File: src/rtl/analog_pkg.sv
// Shared constants and types for the slow-DAC PWM scheduler.
// No logic here; clamp helper is purely combinational.
package analog_pkg;

    localparam int              PWM_NCH   = 4;
    localparam int              PWM_DW    = 24;
    localparam logic [7:0]      PWM_FULL  = 8'd156;
    localparam logic [PWM_DW-1:0] PWM_CLAMP = 24'h9C0000;

    typedef logic [1:0] ch_t;

    typedef struct packed {
        ch_t               ch;
        logic [PWM_DW-1:0] dat;
    } req_t;

    // Integer duty above full scale saturates and drops the dither bits.
    function automatic logic [PWM_DW-1:0] pwm_clamp(input logic [PWM_DW-1:0] v);
        return (v[PWM_DW-1 -: 8] > PWM_FULL) ? PWM_CLAMP : v;
    endfunction

endpackage

File: src/rtl/analog_pwm_rr_arb.sv
// Two-requester round-robin arbiter; grant is combinational from req and pointer.
// Latency 0; pointer moves only on a granted transfer, grants forced low in reset.
module analog_pwm_rr_arb (
    input  logic       adc_clk_i,
    input  logic       adc_rst_i,
    input  logic [1:0] req,
    output logic [1:0] gnt
);

    // prio_b=1 means requester B wins the next contested cycle.
    logic prio_b;

    always_comb begin
        gnt = 2'b00;
        if (adc_rst_i) begin
            if (req[0] && (!req[1] || !prio_b)) begin
                gnt = 2'b01;
            end else if (req[1]) begin
                gnt = 2'b10;
            end
        end
    end

    always_ff @(posedge adc_clk_i or negedge adc_rst_i) begin
        if (!adc_rst_i) begin
            prio_b <= 1'b0;
        end else if (gnt[0]) begin
            prio_b <= 1'b1;
        end else if (gnt[1]) begin
            prio_b <= 1'b0;
        end
    end

endmodule

File: src/rtl/analog_pwm_sched.sv
// Shadow/commit scheduler for slow-DAC PWM values from two arbitrated requesters.
// Shadow write on transfer edge, outputs update the cycle after a rising pwm_sync; rdy is combinational.
module analog_pwm_sched
    import analog_pkg::*;
#(
    parameter int NCH = PWM_NCH,
    parameter int DW  = PWM_DW
) (
    input  logic           adc_clk_i,
    input  logic           adc_rst_i,
    input  logic           cpu_vld_i,
    output logic           cpu_rdy_o,
    input  logic [1:0]     cpu_ch_i,
    input  logic [DW-1:0]  cpu_dat_i,
    input  logic           aux_vld_i,
    output logic           aux_rdy_o,
    input  logic [1:0]     aux_ch_i,
    input  logic [DW-1:0]  aux_dat_i,
    input  logic [NCH-1:0] own_i,
    input  logic           pwm_sync_i,
    output logic [DW-1:0]  dac_pwm_a_o,
    output logic [DW-1:0]  dac_pwm_b_o,
    output logic [DW-1:0]  dac_pwm_c_o,
    output logic [DW-1:0]  dac_pwm_d_o,
    output logic [NCH-1:0] pending_o,
    output logic           cpu_err_o,
    output logic           aux_err_o,
    output logic [15:0]    commit_cnt_o
);

    logic [1:0]     gnt;
    req_t           req;
    logic           owned;
    logic           wr_en;
    logic           commit;
    logic           sync_q;
    logic [DW-1:0]  shadow [NCH];
    logic [DW-1:0]  dac    [NCH];
    logic [NCH-1:0] pending;
    logic [15:0]    commit_cnt_q;

    analog_pwm_rr_arb u_arb (
        .adc_clk_i (adc_clk_i),
        .adc_rst_i (adc_rst_i),
        .req       ({aux_vld_i, cpu_vld_i}),
        .gnt       (gnt)
    );

    assign cpu_rdy_o = gnt[0];
    assign aux_rdy_o = gnt[1];

    always_comb begin
        req.ch  = gnt[1] ? aux_ch_i  : cpu_ch_i;
        req.dat = gnt[1] ? aux_dat_i : cpu_dat_i;
        // Owner bit 1 selects requester B, so ownership matches when it equals gnt[1].
        owned   = (own_i[req.ch] == gnt[1]);
        wr_en   = (|gnt) && owned;
        commit  = pwm_sync_i && !sync_q;
    end

    always_ff @(posedge adc_clk_i or negedge adc_rst_i) begin
        if (!adc_rst_i) begin
            sync_q       <= 1'b0;
            cpu_err_o    <= 1'b0;
            aux_err_o    <= 1'b0;
            commit_cnt_q <= 16'd0;
            pending      <= '0;
            for (int i = 0; i < NCH; i++) begin
                shadow[i] <= '0;
                dac[i]    <= '0;
            end
        end else begin
            sync_q    <= pwm_sync_i;
            cpu_err_o <= gnt[0] && !owned;
            aux_err_o <= gnt[1] && !owned;
            if (commit) begin
                commit_cnt_q <= commit_cnt_q + 16'd1;
            end
            // Commit reads pre-edge shadow; a same-edge write re-arms pending for the next sync.
            for (int i = 0; i < NCH; i++) begin
                if (commit && pending[i]) begin
                    dac[i] <= shadow[i];
                end
                if (wr_en && (req.ch == ch_t'(i))) begin
                    shadow[i]  <= pwm_clamp(req.dat);
                    pending[i] <= 1'b1;
                end else if (commit) begin
                    pending[i] <= 1'b0;
                end
            end
        end
    end

    assign dac_pwm_a_o  = dac[0];
    assign dac_pwm_b_o  = dac[1];
    assign dac_pwm_c_o  = dac[2];
    assign dac_pwm_d_o  = dac[3];
    assign pending_o    = pending;
    assign commit_cnt_o = commit_cnt_q;

endmodule

File: config.mk
export PLATFORM = sky130hd
export DESIGN_NAME = analog_pwm_sched
export DESIGN_NICKNAME = d
export VERILOG_FILES = /design/src/rtl/analog_pkg.sv /design/src/rtl/analog_pwm_rr_arb.sv /design/src/rtl/analog_pwm_sched.sv
export SDC_FILE = /design/constraint.sdc
export NUM_CORES = 1
export LEC_CHECK = 0
export ABC_AREA = 1
export BUFFER_PORTS_ARGS = -buffer_cell sky130_fd_sc_hd__buf_2
export CAP_MARGIN = 20
export CORE_ASPECT_RATIO = 0.5
export CORE_UTILIZATION = 55
export DETAILED_ROUTE_END_ITERATION = 8
export GPL_ROUTABILITY_DRIVEN = 1
export HOLD_SLACK_MARGIN = 0.03
export PLACE_DENSITY = 0.8
export SLEW_MARGIN = 20
export SYNTH_ARGS = -nofsm -noshare
export SYNTH_HDL_FRONTEND = slang
export SYNTH_HIERARCHICAL = 1
export SYNTH_SLANG_ARGS = --single-unit
File: constraint.sdc
create_clock -name adc_clk_i -period 3.3 [get_ports adc_clk_i]
set_input_delay 0.33 -clock adc_clk_i [delete_from_list [all_inputs] [get_ports adc_clk_i]]
set_output_delay 0.33 -clock adc_clk_i [all_outputs]
set_load 0.03 [all_outputs]
==> impl_metrics.ini, run 1 <==
[cts]
ctsResizeCount = 0
clock_latency_ps = 490
root_buffer = clkbuf_16
cts_tree = built
cts_buffers = 19
clk_pin_slew_worst_paths_ps = 70
htreeDepth = 1
cts_sinks = 216
max-clock-path-buffers = 3

[placement]
globalplace.congestion = 0.937
port_buffers = 180
dp_slack_ps = 356
dp_cells = 1245
placed_cell_area_mm2 = 0.0101
dpl.hpwl_um = 15300

[global_route]
grt_util_met2_pct = 39.6
grt_pass1_vias = 6579
grt-busiest-layer = met2
grt_use_met3_pct = 5.54
grt_use_met1_pct = 39.0
grt_max_degree = 78
grt_overflow = 0
grt_pass1_wl_um = 34900
track_usage_pct = 26.5
antenna_found_initial = 0

[run_status]
status = finished, final reports clean

[timing]
max_slew.worst_pin.slew_ps = 1030
fin_skew_ps = 9.18
rsz0062_at_grt = false
hold_viol_final = 0
setup_viol = 0
maxSlewHeadroom_pct = 31.0
drv_slew = 0
fmaxAchievable_mhz = 338
fin_hold_ws_ps = 109
period_minus_slack_ps = 2960
tns_ps = 0
layout_setup_ws_ps = 337
finalCritPeriodShare_pct = 89.8

[setup_path]
endpoint_kind = flop
r2r-start = u_arb/prio_b$_DFFE_PN0P_
cpMostUsedCell = nand2_1
r2r_cells = 14
slowest_delay_ps = 350
path_buf_inv = 2
worstSetupPathType = flop to flop
cp.arrival_ps = 3390
startpoint_type = flop
path_cells = nand2_1 -> a21oi_2 -> buf_4 -> o21ai_1 -> nand2_1 -> nor2_1 -> nor2_1 -> o211ai_1 -> ha_1 -> o21ai_4 -> nor2_4 -> buf_4 -> nand4_1 -> nand2_1
startpoint = u_arb/prio_b$_DFFE_PN0P_
cp_data_required_time_ps = 3730
cp_slowest_cell = ha_1
critical-path-top-delay-family = simple AND/OR/NAND/NOR gates
rrSetupSlack_ps = 340
r2r-end = shadow[10]$_DFFE_PN0P_
cp_max_fo = 18

[pwr]
p_comb_share_pct = 30.7
p_per_area_mw_per_mm2 = 876
totalPowerFinal_mw = 9.44
swShare_pct = 36.3
seq_power_share_pct = 44.0
clock_power_share_pct = 25.3
p_int_mw = 6.02
leakagePower_nw = 6.04
vdd_drop_max_uv = 399
p_sw_mw = 3.42

[logic_synthesis]
ys_seq_elements = 216
synth.distinct_cells = 28
netlist.area_leader.share_pct = 59.7
syn_inst = 875
yosys.area.top_type = dfrtp_1
synth_area_leaders = dfrtp_1 (60%), nand2_1 (14%), mux2_2 (11%)
seq_area_frac_synth_pct = 59.7
synth.avg_cell_area_um2 = 10.4
syn_nets = 938
synth_area_mm2 = 0.00906
yosysWarnings = 6

[finish]
fin_util_pct = 68.5
drive_gt1_share_pct = 31.7
num-fill-cells = 1166
regArea_mm2 = 0.00541
stdcell_area_mm2 = 0.0108
fin_cells = 1278
area_growth_pct = 19.0
diodes = 0
nNetsFinal = 1109
multiInputGateArea_mm2 = 0.00323

[detailed_routing]
wl_um = 22000
detail_route.first_pass.iterations = 5
via_count = 7064
wl_per_cell_um = 17.2
drt-initial-drc-count = 628
drc = 0
vias_per_cell = 5.53
detail-route-antenna-nets = 0

[floorplanning]
fp-row-count = 32
die_w_um = 184
initial_utilization_pct = 57.6
dieArea_mm2 = 0.0170
die_h_um = 92.8
core_area_mm2 = 0.0157
io_pins = 181

[worst_hold_path]
hold_path.class = input pin to async pin

[job]
max_cap_violations = 0
-- synth_stat cells (all sizes together) --
cell / number
nand2: 333
o211ai: 1
ha: 2
xnor2: 4
xor2: 7
buf: 42
o21ai: 17
a21oi: 1
mux2: 92
inv: 41
clkbuf: 4
nor3: 3
or2: 1
dfrtp: 216
nand3: 10
nor2: 24
nand4: 77
-- cell type report --
class / instances / share of cell area (%)
flip-flops and latches: 216 / 50.1
multi-input cells: 572 / 29.9
repair buffers: 196 / 9.81
clock buffers: 26 / 4.93
well taps: 221 / 2.57
inverters: 41 / 1.43
clock inverters: 6 / 1.21
-- metal layers --
layer | wire, µm | vias to the layer above
li1 | - | 3219
met5 | 0 | -
met4 | 448 | 0
met1 | 9810 | 3510
met3 | 1800 | 44
met2 | 9980 | 291
-- registers in the layout (all words and copies together) (netlist names), 4 cells and up --
name,count
dac_pwm_a_o,24
pending_o,4
dac_pwm_d_o,24
commit_cnt_o,16
dac_pwm_b_o,24
dac_pwm_c_o,24
shadow,96
-- worst max path at each step --
stage          cells after the start                  endpoint  slack (ps)
2_1_floorplan                     14  pending_o[0]$_DFFE_PN0P_         310
3_3_place_gp                      15    shadow[58]$_DFFE_PN0P_         470
3_5_place_dp                      15    shadow[71]$_DFFE_PN0P_         360
4_1_cts                           13    shadow[28]$_DFFE_PN0P_         400
5_1_grt                           14    shadow[10]$_DFFE_PN0P_          60
6_report                          14    shadow[10]$_DFFE_PN0P_         340
-- logic make-up (layout without fill, tap and decap cells) --
family	count (synthesis)	count (layout)	synth area share [%]
flip-flops	216	216	59.7
XOR/XNOR	11	11	1.06
adder cells (fa/ha/maj)	2	2	0.276
buffers and inverters	87	269	4.79
AND/OR/NAND/NOR	448	448	21.5
AO/OA/AOI/OAI	19	19	1.28
multiplexers	92	92	11.4
-- power by group through the flow --
stage               Combinational [mW]  Sequential, mW  Clock [mW]
global route                      3.11            4.26        2.53
CTS                               2.92            4.15        2.42
floorplan                        0.987            5.07           0
finish                            2.90            4.15        2.39
global placement                  2.82            4.15           0
detailed placement                2.89            4.19           0
-- timing repair --
action                                  in CTS  in global routing
setup buffers                                0                  0
endpoints found under the hold margin        1                  0
endpoints found under the setup margin       0                  0
hold buffers                                 1                  0
-- worst register-to-register path: cells and delay by family (launching register included) --
family / cells / cell delay, ps
AO/OA/AOI/OAI: 4 / 700
AND/OR/NAND/NOR: 7 / 930
buffers and inverters: 2 / 590
flip-flops: 1 / 340
adder cells (fa/ha/maj): 1 / 350
-- cells in the final DEF (no fill, tap or decap), types with 4 or more instances in the layout --
master,instances
buf_2,179
dfrtp_1,216
xnor2_1,4
nand3_1,7
xor2_1,7
nor2_1,19
nand2_1,330
clkbuf_1,4
mux2_2,92
inv_1,37
clkbuf_8,4
o21ai_0,13
inv_2,4
nand4_1,77
nor2_4,4
clkbuf_16,19
bufinv_16,4
buf_4,13
(Power assumes the default switching activity.)
==> run 2, diff against run 1 <==
--- a/config.mk
+++ b/config.mk
@@ -9,11 +9,11 @@
 export BUFFER_PORTS_ARGS = -buffer_cell sky130_fd_sc_hd__buf_2
 export CAP_MARGIN = 20
 export CORE_ASPECT_RATIO = 0.5
-export CORE_UTILIZATION = 55
+export CORE_UTILIZATION = 50
 export DETAILED_ROUTE_END_ITERATION = 8
 export GPL_ROUTABILITY_DRIVEN = 1
 export HOLD_SLACK_MARGIN = 0.03
-export PLACE_DENSITY = 0.8
+export PLACE_DENSITY = 0.76
 export SLEW_MARGIN = 20
 export SYNTH_ARGS = -nofsm -noshare
 export SYNTH_HDL_FRONTEND = slang
==> constraint.sdc (replaced) <==
create_clock -name adc_clk_i -period 2.5 [get_ports adc_clk_i]
set_input_delay 0.25 -clock adc_clk_i [delete_from_list [all_inputs] [get_ports adc_clk_i]]
set_output_delay 0.25 -clock adc_clk_i [all_outputs]
set_load 0.03 [all_outputs]
==> run 2 against run 1 <==
Net effect:
- the run now ends with DRC, setup timing left
- clock skew increased by 3.8 ps
- global-route usage fell by 1.5 points
- sequential share of layout area fell by 2.5 points
- critical path type unchanged
- highest routed layer unchanged
==> impl_metrics.ini, run 2 (synthesis results as in run 1) <==
[run_status]
status = complete, but fails checks
violations = DRC, setup timing

[timing]
fin_hold_ws_ps = 88.3
drv_slew = 0
fin_skew_ps = 13.0
tns_ps = -1120
maxSlewHeadroom_pct = 49.6
layout_setup_ws_ps = -79.0
finalCritPeriodShare_pct = 103
fmaxAchievable_mhz = 388
rsz0062_at_grt = true
period_minus_slack_ps = 2580
max_slew.worst_pin.slew_ps = 757
setup_viol = 33
hold_viol_final = 0

[setup_path]
r2r-end = shadow[92]$_DFFE_PN0P_
startpoint = u_arb/prio_b$_DFFE_PN0P_
cp_data_required_time_ps = 2860
r2r-start = u_arb/prio_b$_DFFE_PN0P_
r2r_cells = 15
cp.arrival_ps = 2940
startpoint_type = flop
worstSetupPathType = flop to flop
endpoint_kind = flop
cp_max_fo = 6
rrSetupSlack_ps = -80

[cts]
max-clock-path-buffers = 3
clock_latency_ps = 480
htreeDepth = 1
cts_tree = built
cts_sinks = 216
root_buffer = clkbuf_16
cts_buffers = 19
clk_pin_slew_worst_paths_ps = 70

[floorplanning]
fp-row-count = 34
initial_utilization_pct = 51.6
die_h_um = 97.2
dieArea_mm2 = 0.0187
core_area_mm2 = 0.0176
die_w_um = 192
io_pins = 181

[placement]
globalplace.congestion = 0.888
dpl.hpwl_um = 15800
dp_cells = 1269
port_buffers = 180

[pwr]
leakagePower_nw = 6.28
p_int_mw = 7.77
p_comb_share_pct = 32.4
swShare_pct = 37.3
seq_power_share_pct = 44.7
p_per_area_mw_per_mm2 = 1090
p_sw_mw = 4.62
vdd_drop_max_uv = 426
clock_power_share_pct = 22.9
totalPowerFinal_mw = 12.4

[finish]
nNetsFinal = 1144
diodes = 0
largest_reg_flops = 96
drive_gt1_share_pct = 36.8
top_register = shadow
area_growth_pct = 25.3
num-fill-cells = 1338
layout_commonest_cell = nand2_1
fin_cells = 1324
final_cell_mix = nand2_1 (299), dfrtp_1 (216), buf_2 (179)

[detailed_routing]
vias_per_cell = 5.48
detail_route.first_pass.iterations = 7
via_count = 7252
drc = 12
wl_per_cell_um = 18.3
detail-route-antenna-nets = 0
wl_um = 24200
drt-initial-drc-count = 586

[global_route]
grt_overflow = 0
grt_pass1_wl_um = 36600
antenna_found_initial = 0
track_usage_pct = 24.9
grt_max_degree = 115
grt_pass1_vias = 7017

[worst_hold_path]
hold_path.class = input pin to flop
min_from = cpu_vld_i
hold_path_depth = 3
min_to = u_arb/prio_b$_DFFE_PN0P_

[job]
max_cap_violations = 0
run 2: worst max-delay path, stage by stage (launching register included):
cell and delay (ps):
dfrtp_1 370, nand2_2 90, a21oi_4 240, buf_12 160, o21ai_1 120, nand2_2 90, nor2_1 40, nor2_1 110
o211ai_1 100, ha_1 350, o21ai_4 130, nor2_4 210, clkinv_4 130, clkbuf_16 190, nand2_2 70, nand2_2 50
run 2: area by class of cell:
| type | instances | area [µm²] | share of cell area, % |
|---|---|---|---|
| clock buffer | 27 | 546 | 4.81 |
| clock inverter | 3 | 42.5 | 0.375 |
| inverter | 41 | 171 | 1.51 |
| sequential | 216 | 5410 | 47.6 |
| multi-input combinational | 572 | 3360 | 29.6 |
| tap | 234 | 293 | 2.58 |
| timing repair buffer | 231 | 1530 | 13.5 |
run 2: per-stage QoR:
stage          util (%)  instance area (µm²)  worst slack, ps
2_1_floorplan         -                 9080             2.69
3_3_place_gp       58.7                10300             76.0
3_5_place_dp       58.7                10300            -24.1
4_1_cts            62.1                10900            -5.73
5_1_grt            64.6                11400             -192
6_report           64.6                11400            -79.0
run 2: repair_timing:
action,4_1_cts,5_1_grt
cloned,0,6
endpoints found under the setup margin,1,101
pin swaps,0,8
hold buffers,2,0
endpoints found under the hold margin,42,0
gates resized for setup,0,63
buffers inserted,0,17
run 2: power groups by stage:
stage                     combinational, mW  sequential [mW]  clock, mW
final                                  4.01             5.54       2.83
after CTS                              3.91             5.49       2.88
after floorplan                        1.31             6.70          0
after global placement                 3.78             5.49          0
after detailed placement               3.88             5.54          0
after global routing                   4.32             5.67       3.02
run 2: worst max path at each step:
| stage | endpoint | slack [ps] | cells after the start |
|---|---|---|---|
| floorplan | shadow[10]$_DFFE_PN0P_ | 3 | 15 |
| finish | shadow[92]$_DFFE_PN0P_ | -80 | 15 |
| global route | shadow[76]$_DFFE_PN0P_ | -190 | 16 |
| global placement | shadow[95]$_DFFE_PN0P_ | 80 | 17 |
| CTS | shadow[53]$_DFFE_PN0P_ | -6 | 14 |
| detailed placement | shadow[62]$_DFFE_PN0P_ | -20 | 15 |
run 2: metal layers:
layer	global-route usage, %	vias up	part of all wire, %
met4	4.85	0	1.8
met2	38.8	283	46
met1	36.2	3650	43
met5	0	-	0
met3	5.16	36	8.5
li1	-	3283	-
